File: src/rtl/cpu_pkg.sv
// -----------------------------------------------------------------------------
// cpu_pkg
// Shared definitions for the CPU front end: datapath width, the filler
// instruction used for faulting or flushed entries, fetch exception cause
// codes, the fetch state encoding and the IF/ID entry field widths.
// -----------------------------------------------------------------------------
package cpu_pkg;

   localparam int XLEN       = 64;
   localparam int INSN_W     = 32;
   localparam int EXC_CODE_W = 4;

   // ADDI x0, x0, 0
   localparam logic [INSN_W-1:0] NOP_INSN = 32'h00000013;

   localparam logic [EXC_CODE_W-1:0] EXC_INSN_MISALIGNED   = 4'd0;
   localparam logic [EXC_CODE_W-1:0] EXC_INSN_ACCESS_FAULT = 4'd1;

   typedef enum logic [0:0] {
      RUN   = 1'b0,
      FAULT = 1'b1
   } fetch_state_e;

endpackage

File: src/rtl/ifetch_unit_if_id_reg.sv
// -----------------------------------------------------------------------------
// if_id_reg
// IF/ID output entry register with a valid/ready handshake toward decode.
//   clk, rst        : clock, synchronous active-high reset
//   load            : capture the in_* entry and mark it valid
//   flush           : drop the held entry (takes priority over load)
//   ready           : decode accepts the held entry this cycle
//   in_*            : entry to capture (instr, pc, exception fields)
//   valid, instr... : held entry presented to decode
// -----------------------------------------------------------------------------
module if_id_reg #(
   parameter int                         XLEN     = cpu_pkg::XLEN,
   parameter logic [cpu_pkg::INSN_W-1:0] NOP_INSN = cpu_pkg::NOP_INSN
) (
   input  logic                             clk,
   input  logic                             rst,
   input  logic                             load,
   input  logic                             flush,
   input  logic                             ready,
   input  logic [cpu_pkg::INSN_W-1:0]       in_instr,
   input  logic [XLEN-1:0]                  in_pc,
   input  logic                             in_exc_en,
   input  logic [cpu_pkg::EXC_CODE_W-1:0]   in_exc_code,
   input  logic [XLEN-1:0]                  in_exc_val,
   output logic                             valid,
   output logic [cpu_pkg::INSN_W-1:0]       instr,
   output logic [XLEN-1:0]                  pc,
   output logic                             exc_en,
   output logic [cpu_pkg::EXC_CODE_W-1:0]   exc_code,
   output logic [XLEN-1:0]                  exc_val
);

   import cpu_pkg::*;

   // Flush only clears valid; the payload fields are don't-care while
   // invalid, so they keep their last value. A handshake with no refill
   // empties the register.
   always_ff @(posedge clk) begin
      if (rst) begin
         valid    <= 1'b0;
         instr    <= NOP_INSN;
         pc       <= '0;
         exc_en   <= 1'b0;
         exc_code <= '0;
         exc_val  <= '0;
      end else if (flush) begin
         valid <= 1'b0;
      end else if (load) begin
         valid    <= 1'b1;
         instr    <= in_instr;
         pc       <= in_pc;
         exc_en   <= in_exc_en;
         exc_code <= in_exc_code;
         exc_val  <= in_exc_val;
      end else if (valid && ready) begin
         valid <= 1'b0;
      end
   end

endmodule

File: src/rtl/ifetch_unit.sv
// -----------------------------------------------------------------------------
// ifetch_unit
// Instruction-fetch initiator. Owns the PC, drives the combinational
// instruction memory and registers each fetched word into the IF/ID entry.
// Halts after issuing a fetch exception until a redirect arrives.
//   clk, rst        : clock, synchronous active-high reset
//   imem_addr       : fetch address (the pc register)
//   imem_instr      : instruction word for imem_addr, same cycle
//   imem_exc_*      : memory access fault flag, cause and value
//   redirect_en/pc  : flush the pipeline entry and restart at redirect_pc
//   out_valid/ready : IF/ID handshake toward decode
//   out_*           : IF/ID entry (instr, pc, exception fields)
//   fault_halt      : high while halted in FAULT
// -----------------------------------------------------------------------------
module ifetch_unit #(
   parameter int                         XLEN     = cpu_pkg::XLEN,
   parameter logic [XLEN-1:0]            RESET_PC = '0,
   parameter logic [cpu_pkg::INSN_W-1:0] NOP_INSN = cpu_pkg::NOP_INSN
) (
   input  logic                             clk,
   input  logic                             rst,
   output logic [XLEN-1:0]                  imem_addr,
   input  logic [cpu_pkg::INSN_W-1:0]       imem_instr,
   input  logic                             imem_exc_en,
   input  logic [cpu_pkg::EXC_CODE_W-1:0]   imem_exc_code,
   input  logic [XLEN-1:0]                  imem_exc_val,
   input  logic                             redirect_en,
   input  logic [XLEN-1:0]                  redirect_pc,
   output logic                             out_valid,
   input  logic                             out_ready,
   output logic [cpu_pkg::INSN_W-1:0]       out_instr,
   output logic [XLEN-1:0]                  out_pc,
   output logic                             out_exc_en,
   output logic [cpu_pkg::EXC_CODE_W-1:0]   out_exc_code,
   output logic [XLEN-1:0]                  out_exc_val,
   output logic                             fault_halt
);

   import cpu_pkg::*;

   fetch_state_e            state;
   logic [XLEN-1:0]         pc;
   logic                    adv;
   logic                    load;
   logic                    fault_now;
   logic [INSN_W-1:0]       ld_instr;
   logic                    ld_exc_en;
   logic [EXC_CODE_W-1:0]   ld_code;
   logic [XLEN-1:0]         ld_val;

   assign imem_addr = pc;
   assign adv       = (state == RUN) && (!out_valid || out_ready);
   assign load      = adv && !redirect_en;

   // Build the entry for the current pc. A misaligned pc is checked first
   // and ignores the memory response entirely; otherwise a memory access
   // fault replaces the word with a NOP and forwards the memory's cause.
   always_comb begin
      ld_instr  = imem_instr;
      ld_exc_en = 1'b0;
      ld_code   = '0;
      ld_val    = '0;
      fault_now = 1'b0;
      if (pc[1:0] != 2'b00) begin
         ld_instr  = NOP_INSN;
         ld_exc_en = 1'b1;
         ld_code   = EXC_INSN_MISALIGNED;
         ld_val    = pc;
         fault_now = 1'b1;
      end else if (imem_exc_en) begin
         ld_instr  = NOP_INSN;
         ld_exc_en = 1'b1;
         ld_code   = imem_exc_code;
         ld_val    = imem_exc_val;
         fault_now = 1'b1;
      end
   end

   // PC and fetch state. A redirect always wins and returns to RUN. On a
   // faulting fetch the pc is frozen at the faulting address and the unit
   // halts, so the memory flag is only ever sampled once per fault.
   always_ff @(posedge clk) begin
      if (rst) begin
         pc         <= RESET_PC;
         state      <= RUN;
         fault_halt <= 1'b0;
      end else if (redirect_en) begin
         pc         <= redirect_pc;
         state      <= RUN;
         fault_halt <= 1'b0;
      end else if (adv) begin
         if (fault_now) begin
            state      <= FAULT;
            fault_halt <= 1'b1;
         end else begin
            pc <= pc + XLEN'(4);
         end
      end
   end

   if_id_reg #(
      .XLEN     (XLEN),
      .NOP_INSN (NOP_INSN)
   ) u_if_id_reg (
      .clk         (clk),
      .rst         (rst),
      .load        (load),
      .flush       (redirect_en),
      .ready       (out_ready),
      .in_instr    (ld_instr),
      .in_pc       (pc),
      .in_exc_en   (ld_exc_en),
      .in_exc_code (ld_code),
      .in_exc_val  (ld_val),
      .valid       (out_valid),
      .instr       (out_instr),
      .pc          (out_pc),
      .exc_en      (out_exc_en),
      .exc_code    (out_exc_code),
      .exc_val     (out_exc_val)
   );

endmodule

File: config.mk
export PLATFORM = sky130hd
export DESIGN_NAME = ifetch_unit
export DESIGN_NICKNAME = d
export VERILOG_FILES = /design/src/rtl/cpu_pkg.sv /design/src/rtl/ifetch_unit_if_id_reg.sv /design/src/rtl/ifetch_unit.sv
export SDC_FILE = /design/constraint.sdc
export NUM_CORES = 1
export LEC_CHECK = 0
export ABC_AREA = 1
export BUFFER_PORTS_ARGS = -buffer_cell sky130_fd_sc_hd__buf_2
export CAP_MARGIN = 20
export CELL_PAD_IN_SITES_DETAIL_PLACEMENT = 1
export CELL_PAD_IN_SITES_GLOBAL_PLACEMENT = 2
export CORE_MARGIN = 2
export CORE_UTILIZATION = 28
export CTS_CLUSTER_SIZE = 8
export DETAILED_ROUTE_END_ITERATION = 8
export PLACE_DENSITY = 0.88
export SLEW_MARGIN = 15
export SYNTH_ARGS = -nofsm -noshare
export SYNTH_HDL_FRONTEND = slang
export SYNTH_HIERARCHICAL = 1
export SYNTH_SLANG_ARGS = --single-unit
File: constraint.sdc
create_clock -name clk -period 3.1 [get_ports clk]
set_input_delay 0.31 -clock clk [delete_from_list [all_inputs] [get_ports clk]]
set_output_delay 0.31 -clock clk [all_outputs]
set_load 0.01 [all_outputs]
==> results of run 1 <==
[what timing repair did]
| item | in CTS | in global routing |
|---|---|---|
| hold buffers | 2 | 0 |
| endpoints found under the setup margin | 0 | 0 |
| endpoints found under the hold margin | 2 | 0 |
[through the flow]
stage | std cells | power, uW | hold WS [ns] | instance area [um2] | worst slack [ns]
finish | 3066 | 8510 | 0.0239 | 16200 | 0.856
detailed placement | 3009 | 5020 | 0.452 | 15200 | 0.773
global placement | 3009 | 4980 | 0.440 | 15200 | 0.859
floorplan | 2104 | 4320 | 0.443 | 12800 | 1.20
global route | 3066 | 8940 | 0.0289 | 16200 | 0.635
CTS | 3054 | 8630 | 0.00629 | 16200 | 0.888
[registers in the layout (all words and copies together), names as in the netlist]
signal and cells:
imem_addr 64, u_if_id_reg/exc_val 64, u_if_id_reg/pc 64, u_if_id_reg/instr 32, u_if_id_reg/exc_code 4, state 1
u_if_id_reg/exc_en 1, u_if_id_reg/valid 1
[power breakdown]
part,internal [uW],total [uW],switching [uW]
logic,558,1560,1010
clock network,2130,3550,1420
registers,3180,3390,211
total,5870,8510,2640
[cells by family (layout without fill, tap and decap cells)]
kind of cell               Yosys count  count (layout)  synth area share [%]
AOI/OAI and AO/OA                  181             181                  7.87
other                                0              12                     0
DFF                                231             231                  36.1
adders and majority gates            1               1                0.0978
buffers and inverters              411             761                  13.6
xor gates and xnor gates            13              13                 0.890
and+or+nand+nor                   1267            1267                  41.4
[worst max-delay path: stages (launching register included)]
cell and delay (ns):
dfxtp_1 0.54, nand2_1 0.13, nor2_1 0.32, nand2_1 0.17, inv_1 0.11, nand2_1 0.09
nor2_1 0.29, nand3_1 0.15, nand2_1 0.08, nand2_1 0.06, o21ai_1 0.14, inv_1 0.05
[metal layers]
metal | share of wire, % | track usage, %
met3 | 5.6 | 4.67
met1 | 45 | 32.3
met4 | 3.3 | 8.98
met2 | 46 | 39.8
met5 | 0.035 | 0
[worst max path at each step]
| stage | startpoint | to | slack, ns | depth (start not counted) |
|---|---|---|---|---|
| global placement | out_ready | u_if_id_reg/instr[25] | 0.86 | 10 |
| global route | imem_addr[3] | imem_addr[48] | 0.63 | 11 |
| CTS | imem_addr[31] | imem_addr[51] | 0.89 | 11 |
| floorplan | redirect_en | u_if_id_reg/instr[10] | 1.20 | 11 |
| finish | imem_addr[31] | imem_addr[51] | 0.86 | 11 |
| detailed placement | out_ready | u_if_id_reg/instr[22] | 0.77 | 10 |
[layout make-up]
class / count / share of cell area [%]
diodes: 12 / 0.185
repair buffers: 430 / 14.4
clock inverters: 1 / 0.0308
flip-flops and latches: 231 / 28.5
multi-input cells: 1462 / 39.7
well taps: 600 / 4.62
inverters: 288 / 6.72
clock buffers: 42 / 5.88
[Yosys cell counts (2+ instances only)]
| cell type | n | share of area [%] |
|---|---|---|
| nor2_1 | 496 | 15 |
| nand2_1 | 425 | 12 |
| nand3_1 | 293 | 11 |
| inv_1 | 284 | 8.3 |
| dfxtp_1 | 231 | 36 |
| o21ai_0 | 89 | 3.5 |
| clkbuf_1 | 48 | 1.4 |
| a21oi_1 | 44 | 1.7 |
| buf_2 | 35 | 1.4 |
| a22oi_1 | 19 | 1.1 |
| a31oi_1 | 15 | 0.73 |
| nand4_1 | 15 | 0.73 |
| buf_4 | 14 | 0.82 |
| buf_1 | 13 | 0.38 |
| buf_6 | 13 | 1.1 |
| nor3_1 | 11 | 0.43 |
| xor2_1 | 9 | 0.62 |
| nor2_2 | 7 | 0.34 |
| o211ai_1 | 7 | 0.41 |
| nand2_2 | 5 | 0.24 |
| inv_2 | 4 | 0.12 |
| nor2_4 | 4 | 0.35 |
| xnor2_1 | 4 | 0.27 |
| or2_2 | 3 | 0.15 |
| a31o_2 | 2 | 0.14 |
| and2_1 | 2 | 0.098 |
| nor2_8 | 2 | 0.31 |
| o21ai_1 | 2 | 0.078 |
==> flow_summary.json, run 1 <==
{
  "drive_gt1_share_pct": 20.3,
  "fmax_mhz": 446,
  "async_flop_share_pct": 0,
  "ant_nets": 0,
  "reg2reg_depth": 11,
  "worstSkewPairLatency_ns": 0.54,
  "min_period_ns": 2.24,
  "tightest_slew_ns": 0.907,
  "cts_tree": "built",
  "startpoint_type": "flip-flop",
  "reg2reg_from": "imem_addr[31]",
  "clock_sinks": 231,
  "path_class": "flip-flop to flip-flop",
  "nFillCells": 6070,
  "gp_congestion": 0.897,
  "area_delta_synth_final_pct": 26.9,
  "nets": 2618,
  "finalHoldViolations": 0,
  "ir_drop_mv": 0.309,
  "final_common_cell": "nor2_1",
  "fin_util_pct": 35.9,
  "finalSetupTns_ns": 0,
  "leakage_uw": 0.00765,
  "drtPass1Iterations": 5,
  "outcome": "finished, final reports clean",
  "wire_per_inst_um": 19.5,
  "yosysWarnings": 6,
  "regArea_um2": 4620,
  "period_share_pct": 72.4,
  "vias": 14896,
  "syn_inst": 2104,
  "cp-end-kind": "flip-flop",
  "fp.dieW_um": 218,
  "grt_pass1_vias": 14870,
  "dominantRegCellSynth": "dfxtp_1",
  "dieArea_um2": 47400,
  "vias_per_cell": 4.86,
  "drt-initial-drc-count": 912,
  "cts-resized-gates": 0,
  "critPathMaxFanout": 6,
  "postCtsSetupBuffers": 0,
  "drc": 0,
  "hold_class": "input pin to flip-flop",
  "ios": 400,
  "p_per_area_nw_per_um2": 524,
  "min_delay_worst_endpoint": "imem_addr[1]",
  "clk_path_buf_depth": 3,
  "rsz0062_at_grt": "no",
  "start_util_pct": 28.3,
  "portBuffers": 399,
  "holdCritStartpoint": "redirect_pc[1]",
  "rows": 78,
  "fin_worst_skew_ns": 0.0132,
  "synth_enable_flop_cells": 0,
  "core_area_um2": 45300,
  "cp.arrival_ns": 2.68,
  "crit_required_ns": 3.53,
  "rrSetupSlack_ns": 0.86,
  "synth_fp_nets": 2274,
  "final_cell_mix": "nor2_1, nand2_1, buf_2",
  "synth_area_um2": 12800,
  "grt_util_all_layers_pct": 24.5,
  "clockRootBuffer": "clkbuf_16",
  "multiInputGateArea_um2": 6440,
  "die_h_um": 218,
  "antenna_found_initial": 15,
  "setup_viol": 0,
  "grt_max_degree": 167,
  "slew_viol_final": 0,
  "finalWirelength_um": 59700,
  "path_clk_slew_ns": 0.05,
  "reg2reg_to": "imem_addr[51]",
  "grt_first_pass_wirelength_um": 89000,
  "hold_depth": 3,
  "grt_overflow": 0,
  "syn_area_per_cell_um2": 6.08,
  "yosysSeqAreaShare_pct": 36.1,
  "numCtsBuffers": 35,
  "drv_cap": 0,
  "synth.distinct_cells": 36,
  "htree_num_levels": 2,
  "ys_ff_latch": 231,
  "place_hpwl_um": 43900,
  "relSlewSlack_pct": 39.5
}
Note: power is estimated with default switching activity, not from simulation.
==> run 2, diff against run 1 <==
--- a/config.mk
+++ b/config.mk
@@ -11,10 +11,10 @@
 export CELL_PAD_IN_SITES_DETAIL_PLACEMENT = 1
 export CELL_PAD_IN_SITES_GLOBAL_PLACEMENT = 2
 export CORE_MARGIN = 2
-export CORE_UTILIZATION = 28
+export CORE_UTILIZATION = 24
 export CTS_CLUSTER_SIZE = 8
 export DETAILED_ROUTE_END_ITERATION = 8
-export PLACE_DENSITY = 0.88
+export PLACE_DENSITY = 0.8
 export SLEW_MARGIN = 15
 export SYNTH_ARGS = -nofsm -noshare
 export SYNTH_HDL_FRONTEND = slang
==> constraint.sdc (replaced) <==
create_clock -name clk -period 1.9 [get_ports clk]
set_input_delay 0.19 -clock clk [delete_from_list [all_inputs] [get_ports clk]]
set_output_delay 0.19 -clock clk [all_outputs]
set_load 0.01 [all_outputs]
==> run 2 against run 1 <==
Net effect: highest routed layer unchanged; first-iteration DRC count is 13% lower; hold slack improved by 0.0027 ns; cell area grew 13%; largest power group unchanged.
==> flow_summary.json, run 2 (synthesized netlist as in run 1, its figures left out) <==
{
  "fmax_mhz": 541,
  "core_area_um2": 52700,
  "grt_max_degree": 114,
  "drv_cap": 0,
  "htree_num_levels": 2,
  "area_delta_synth_final_pct": 43.9,
  "grt_first_pass_wirelength_um": 97900,
  "clkPwrFrac_pct": 42.4,
  "leakage_uw": 0.00881,
  "cts_tree": "built",
  "clockRootBuffer": "clkbuf_16",
  "grt_overflow": 0,
  "grt_pass1_vias": 15919,
  "path_class": "flip-flop to flip-flop",
  "finalWirelength_um": 66000,
  "clk_path_buf_depth": 3,
  "dpl_worst_slack_ns": -0.0245,
  "portBuffers": 399,
  "ant_nets": 0,
  "dieArea_um2": 55200,
  "final_common_cell": "nor2_1",
  "fin_util_pct": 35.0,
  "p_sw_uw": 4620,
  "slowest_delay_ns": 0.42,
  "path_clk_slew_ns": 0.05,
  "wire_per_inst_um": 19.7,
  "start_util_pct": 24.3,
  "dp_cells": 3241,
  "cp.arrival_ns": 2.28,
  "crit_buf_inv": 1,
  "setup_viol": 0,
  "vias": 15623,
  "cpMostUsedCell": "nand3_1",
  "tightest_slew_ns": 0.696,
  "crit_required_ns": 2.33,
  "swShare_pct": 31.3,
  "fp.dieW_um": 235,
  "period_share_pct": 97.2,
  "p_seq_share_pct": 36.7,
  "hold_class": "input pin to flip-flop",
  "drt-initial-drc-count": 794,
  "total_power_uw": 14800,
  "critical_path_depth": 7,
  "die_h_um": 235,
  "gp_congestion": 0.922,
  "startpoint_type": "flip-flop",
  "nets": 2819,
  "grt_util_all_layers_pct": 23.0,
  "slew_viol_final": 0,
  "vias_per_cell": 4.66,
  "internal_power_uw": 10100,
  "clock_sinks": 231,
  "worstSkewPairLatency_ns": 0.55,
  "drtPass1Iterations": 5,
  "antenna_found_initial": 5,
  "hold_depth": 5,
  "finalSetupTns_ns": 0,
  "place_hpwl_um": 50100,
  "fin_worst_skew_ns": 0.0195,
  "ir_drop_mv": 0.516,
  "slowest_stage": "dfxtp_1",
  "finalHoldViolations": 0,
  "critPathMaxFanout": 6,
  "reg2reg_depth": 7,
  "setup_ws_ns": 0.0524,
  "p_per_area_nw_per_um2": 802,
  "ios": 400,
  "final_cell_mix": "nor2_1, nand2_1, buf_2",
  "crit_family": "simple AND/OR/NAND/NOR gates",
  "cp-end-kind": "flip-flop",
  "min_period_ns": 1.85,
  "drc": 0,
  "combPwrFrac_pct": 20.9,
  "outcome": "finished, final reports clean",
  "numCtsBuffers": 37,
  "fin_cells": 3352,
  "rows": 84,
  "path_cells": "buf_4, nand3_1, nor2_1, nand3_1, xor2_1, nand2_1, a21oi_1",
  "drive_gt1_share_pct": 26.4,
  "relSlewSlack_pct": 53.6
}
-- run 2: routing by layer --
layer / global-route usage, % / vias to the layer above / part of all wire, %
met5: 0 / - / 0.026
met4: 5.89 / 4 / 2.2
met3: 3.62 / 83 / 4.8
met2: 38.4 / 414 / 47
met1: 30.7 / 7495 / 46
li1: - / 7627 / -
-- run 2: path summary, 6_finish.rpt --
check / start / end / slack [ns]
worst max-delay path: imem_addr[4] / imem_addr[46] / 0.05
worst min-delay path: redirect_pc[42] / imem_addr[42] / 0.03
worst max register to register: imem_addr[4] / imem_addr[46] / 0.05
worst min register to register: u_if_id_reg/instr[1] / u_if_id_reg/instr[1] / 0.45
-- run 2: worst min-delay path: stages --
cell and delay, ns:
buf_2 0.10, nor2_1 0.09, nor2_1 0.05, nand2_1 0.05
a21oi_1 0.05
-- run 2: area by class of cell --
class,instances,area [um2]
fillers,6841,34200
multi-input cells,1462,6590
flip-flops and latches,231,4640
repair buffers,629,4170
inverters,288,1090
clock buffers,47,1030
well taps,688,861
clock inverters,6,33.8
diodes,1,2.50
-- run 2: stage by stage --
step	hold slack, ns	instance area [um2]
finish	0.0266	18400
detailed placement	0.431	16600
global route	0.0210	18400
floorplan	0.323	12800
CTS	0.00157	18200
global placement	0.412	16600
-- run 2: timing repair --
action                                  in CTS  in global routing
endpoints found under the setup margin       3                116
endpoints found under the hold margin       51                  0
setup buffers                                0                  5
pin swaps                                    0                 10
hold buffers                                51                  0
cloned                                       0                  1
resized for setup                            3                 65
-- run 2: power by group through the flow --
| stage | clock (uW) | combinational, uW | sequential [uW] |
|---|---|---|---|
| after global placement | 0 | 2930 | 5490 |
| after global routing | 6640 | 3410 | 5450 |
| after floorplan | 0 | 1360 | 5680 |
| after detailed placement | 0 | 2970 | 5510 |
| final | 6260 | 3090 | 5410 |
| after CTS | 6440 | 3080 | 5410 |
==> run 3, diff against run 2 <==
--- a/config.mk
+++ b/config.mk
@@ -11,10 +11,10 @@
 export CELL_PAD_IN_SITES_DETAIL_PLACEMENT = 1
 export CELL_PAD_IN_SITES_GLOBAL_PLACEMENT = 2
 export CORE_MARGIN = 2
-export CORE_UTILIZATION = 24
+export CORE_UTILIZATION = 26
 export CTS_CLUSTER_SIZE = 8
 export DETAILED_ROUTE_END_ITERATION = 8
-export PLACE_DENSITY = 0.8
+export PLACE_DENSITY = 0.82
 export SLEW_MARGIN = 15
 export SYNTH_ARGS = -nofsm -noshare
 export SYNTH_HDL_FRONTEND = slang
==> constraint.sdc (replaced) <==
create_clock -name clk -period 2.07 [get_ports clk]
set_input_delay 0.207 -clock clk [delete_from_list [all_inputs] [get_ports clk]]
set_output_delay 0.207 -clock clk [all_outputs]
set_load 0.01 [all_outputs]
==> run 3 against run 2 <==
Net effect: flip-flop and latch count unchanged; global-route usage up 0.85 points; first-iteration DRC count up 2.3%; via count down 2.8%; clock power down 9.7%; critical path type unchanged.
==> flow_summary.json, run 3 (synthesized netlist as in run 1, its figures left out) <==
{
  "outcome": "finished, final reports clean",
  "cts_tree": "built",
  "cp-end-kind": "flip-flop",
  "grt_pass1_vias": 15319,
  "path_class": "flip-flop to flip-flop",
  "drc": 0,
  "leakage_uw": 0.00830,
  "slew_viol_final": 0,
  "hold_class": "input pin to flip-flop",
  "clock_sinks": 231,
  "nets": 2736,
  "crit_required_ns": 2.50,
  "place_hpwl_um": 46900,
  "ir_drop_mv": 0.505,
  "clockRootBuffer": "clkbuf_16",
  "fin_area_um2": 17500,
  "regArea_um2": 4630,
  "dieArea_um2": 51000,
  "grt_util_all_layers_pct": 23.8,
  "p_per_area_nw_per_um2": 760,
  "htree_num_levels": 2,
  "place_area_um2": 15900,
  "gr-max-usage-layer": "met2",
  "start_util_pct": 26.2,
  "wire_per_inst_um": 19.3,
  "worstSkewPairLatency_ns": 0.54,
  "fmax_mhz": 518,
  "period_share_pct": 93.2,
  "finalSetupTns_ns": 0,
  "numCtsBuffers": 36,
  "rows": 81,
  "cp.arrival_ns": 2.36,
  "startpoint_type": "flip-flop",
  "tightest_slew_ns": 0.784,
  "drtPass1Iterations": 5,
  "min_period_ns": 1.93,
  "ant_nets": 0,
  "finalHoldViolations": 0,
  "drv_cap": 0,
  "fp.dieW_um": 226,
  "grt_use_met2_pct": 38.7,
  "gr-usage-met1_pct": 31.6,
  "grt_overflow": 0,
  "nFillCells": 6382,
  "drive_gt1_share_pct": 22.8,
  "final_cell_mix": "nor2_1, nand2_1, buf_2",
  "clk_path_buf_depth": 3,
  "portBuffers": 399,
  "antenna_found_initial": 15,
  "vias": 15179,
  "final_common_cell": "nor2_1",
  "area_delta_synth_final_pct": 37.0,
  "fin_worst_skew_ns": 0.0195,
  "gp_congestion": 0.899,
  "grt_first_pass_wirelength_um": 91900,
  "drt-initial-drc-count": 812,
  "vias_per_cell": 4.67,
  "met3_usage_pct": 3.88,
  "path_clk_slew_ns": 0.05,
  "multiInputGateArea_um2": 6480,
  "critPathMaxFanout": 6,
  "die_h_um": 226,
  "setup_viol": 0,
  "grt_max_degree": 77,
  "finalWirelength_um": 62800,
  "relSlewSlack_pct": 47.7,
  "core_area_um2": 48700,
  "ios": 400,
  "total_power_uw": 13300
}
==> run 3: cell types whose count changed in the layout (fill, tap and decap cells not counted), sizes merged <==
cell,delta
buf,-79
diode,+11
clkinv,-4
clkbuf,-3
dlygate4sd3,-3
bufinv,+1
inv,+1
==> run 3: worst max-delay path, cell delays in order, from the launching register on <==
cell and delay (ns):
dfxtp_1 0.53, nand2_1 0.12, nor2_1 0.20, nand2_1 0.16
nor3b_1 0.31, nand3_1 0.17, nand2_1 0.10, nand2_1 0.06
o21ai_1 0.13, inv_1 0.05
==> run 3: worst paths after layout <==
check                                          start                    to  slack, ns  cells past startpoint
worst max-delay path                   imem_addr[47]         imem_addr[51]       0.14                      9
worst min-delay path                 redirect_pc[49]         imem_addr[49]       0.03                      3
worst max register to register         imem_addr[47]         imem_addr[51]       0.14                      9
worst min register to register  u_if_id_reg/instr[1]  u_if_id_reg/instr[1]       0.45                      2
==> run 3: layer usage <==
layer	up-vias	share of wire, %
met4	2	3.1
met5	-	0.016
met1	7210	46
li1	7463	-
met3	99	5.3
met2	405	46
==> run 3: layout make-up <==
class	count	share of cell area [%]
Multi-Input combinational cell	1462	37.0
Sequential cell	231	26.4
Timing Repair Buffer	547	19.6
Inverter	288	6.22
Clock buffer	44	5.60
Tap cell	664	4.74
Clock inverter	4	0.300
Antenna cell	12	0.171
==> run 3: what timing repair did <==
| action | 4_1_cts | 5_1_grt |
|---|---|---|
| setup buffers | 0 | 3 |
| setup endpoints to repair | 0 | 38 |
| hold buffers | 48 | 0 |
| resized for setup | 0 | 22 |
| endpoints found under the hold margin | 48 | 0 |
==> run 3: where the power goes <==
group,switching (uW),internal [uW]
logic,1650,1010
registers,242,4770
clock network,2230,3420
total,4130,9190
==> run 3: stage by stage <==
stage	instances	setup slack [ns]	hold slack [ns]	utilization, %
2_1_floorplan	2104	0.272	0.340	-
3_3_place_gp	3140	-0.0168	0.439	32.5
3_5_place_dp	3140	0.0465	0.446	32.5
4_1_cts	3236	0.0208	0.00282	35.6
5_1_grt	3249	-0.0161	0.0384	35.9
6_report	3252	0.140	0.0279	36.0
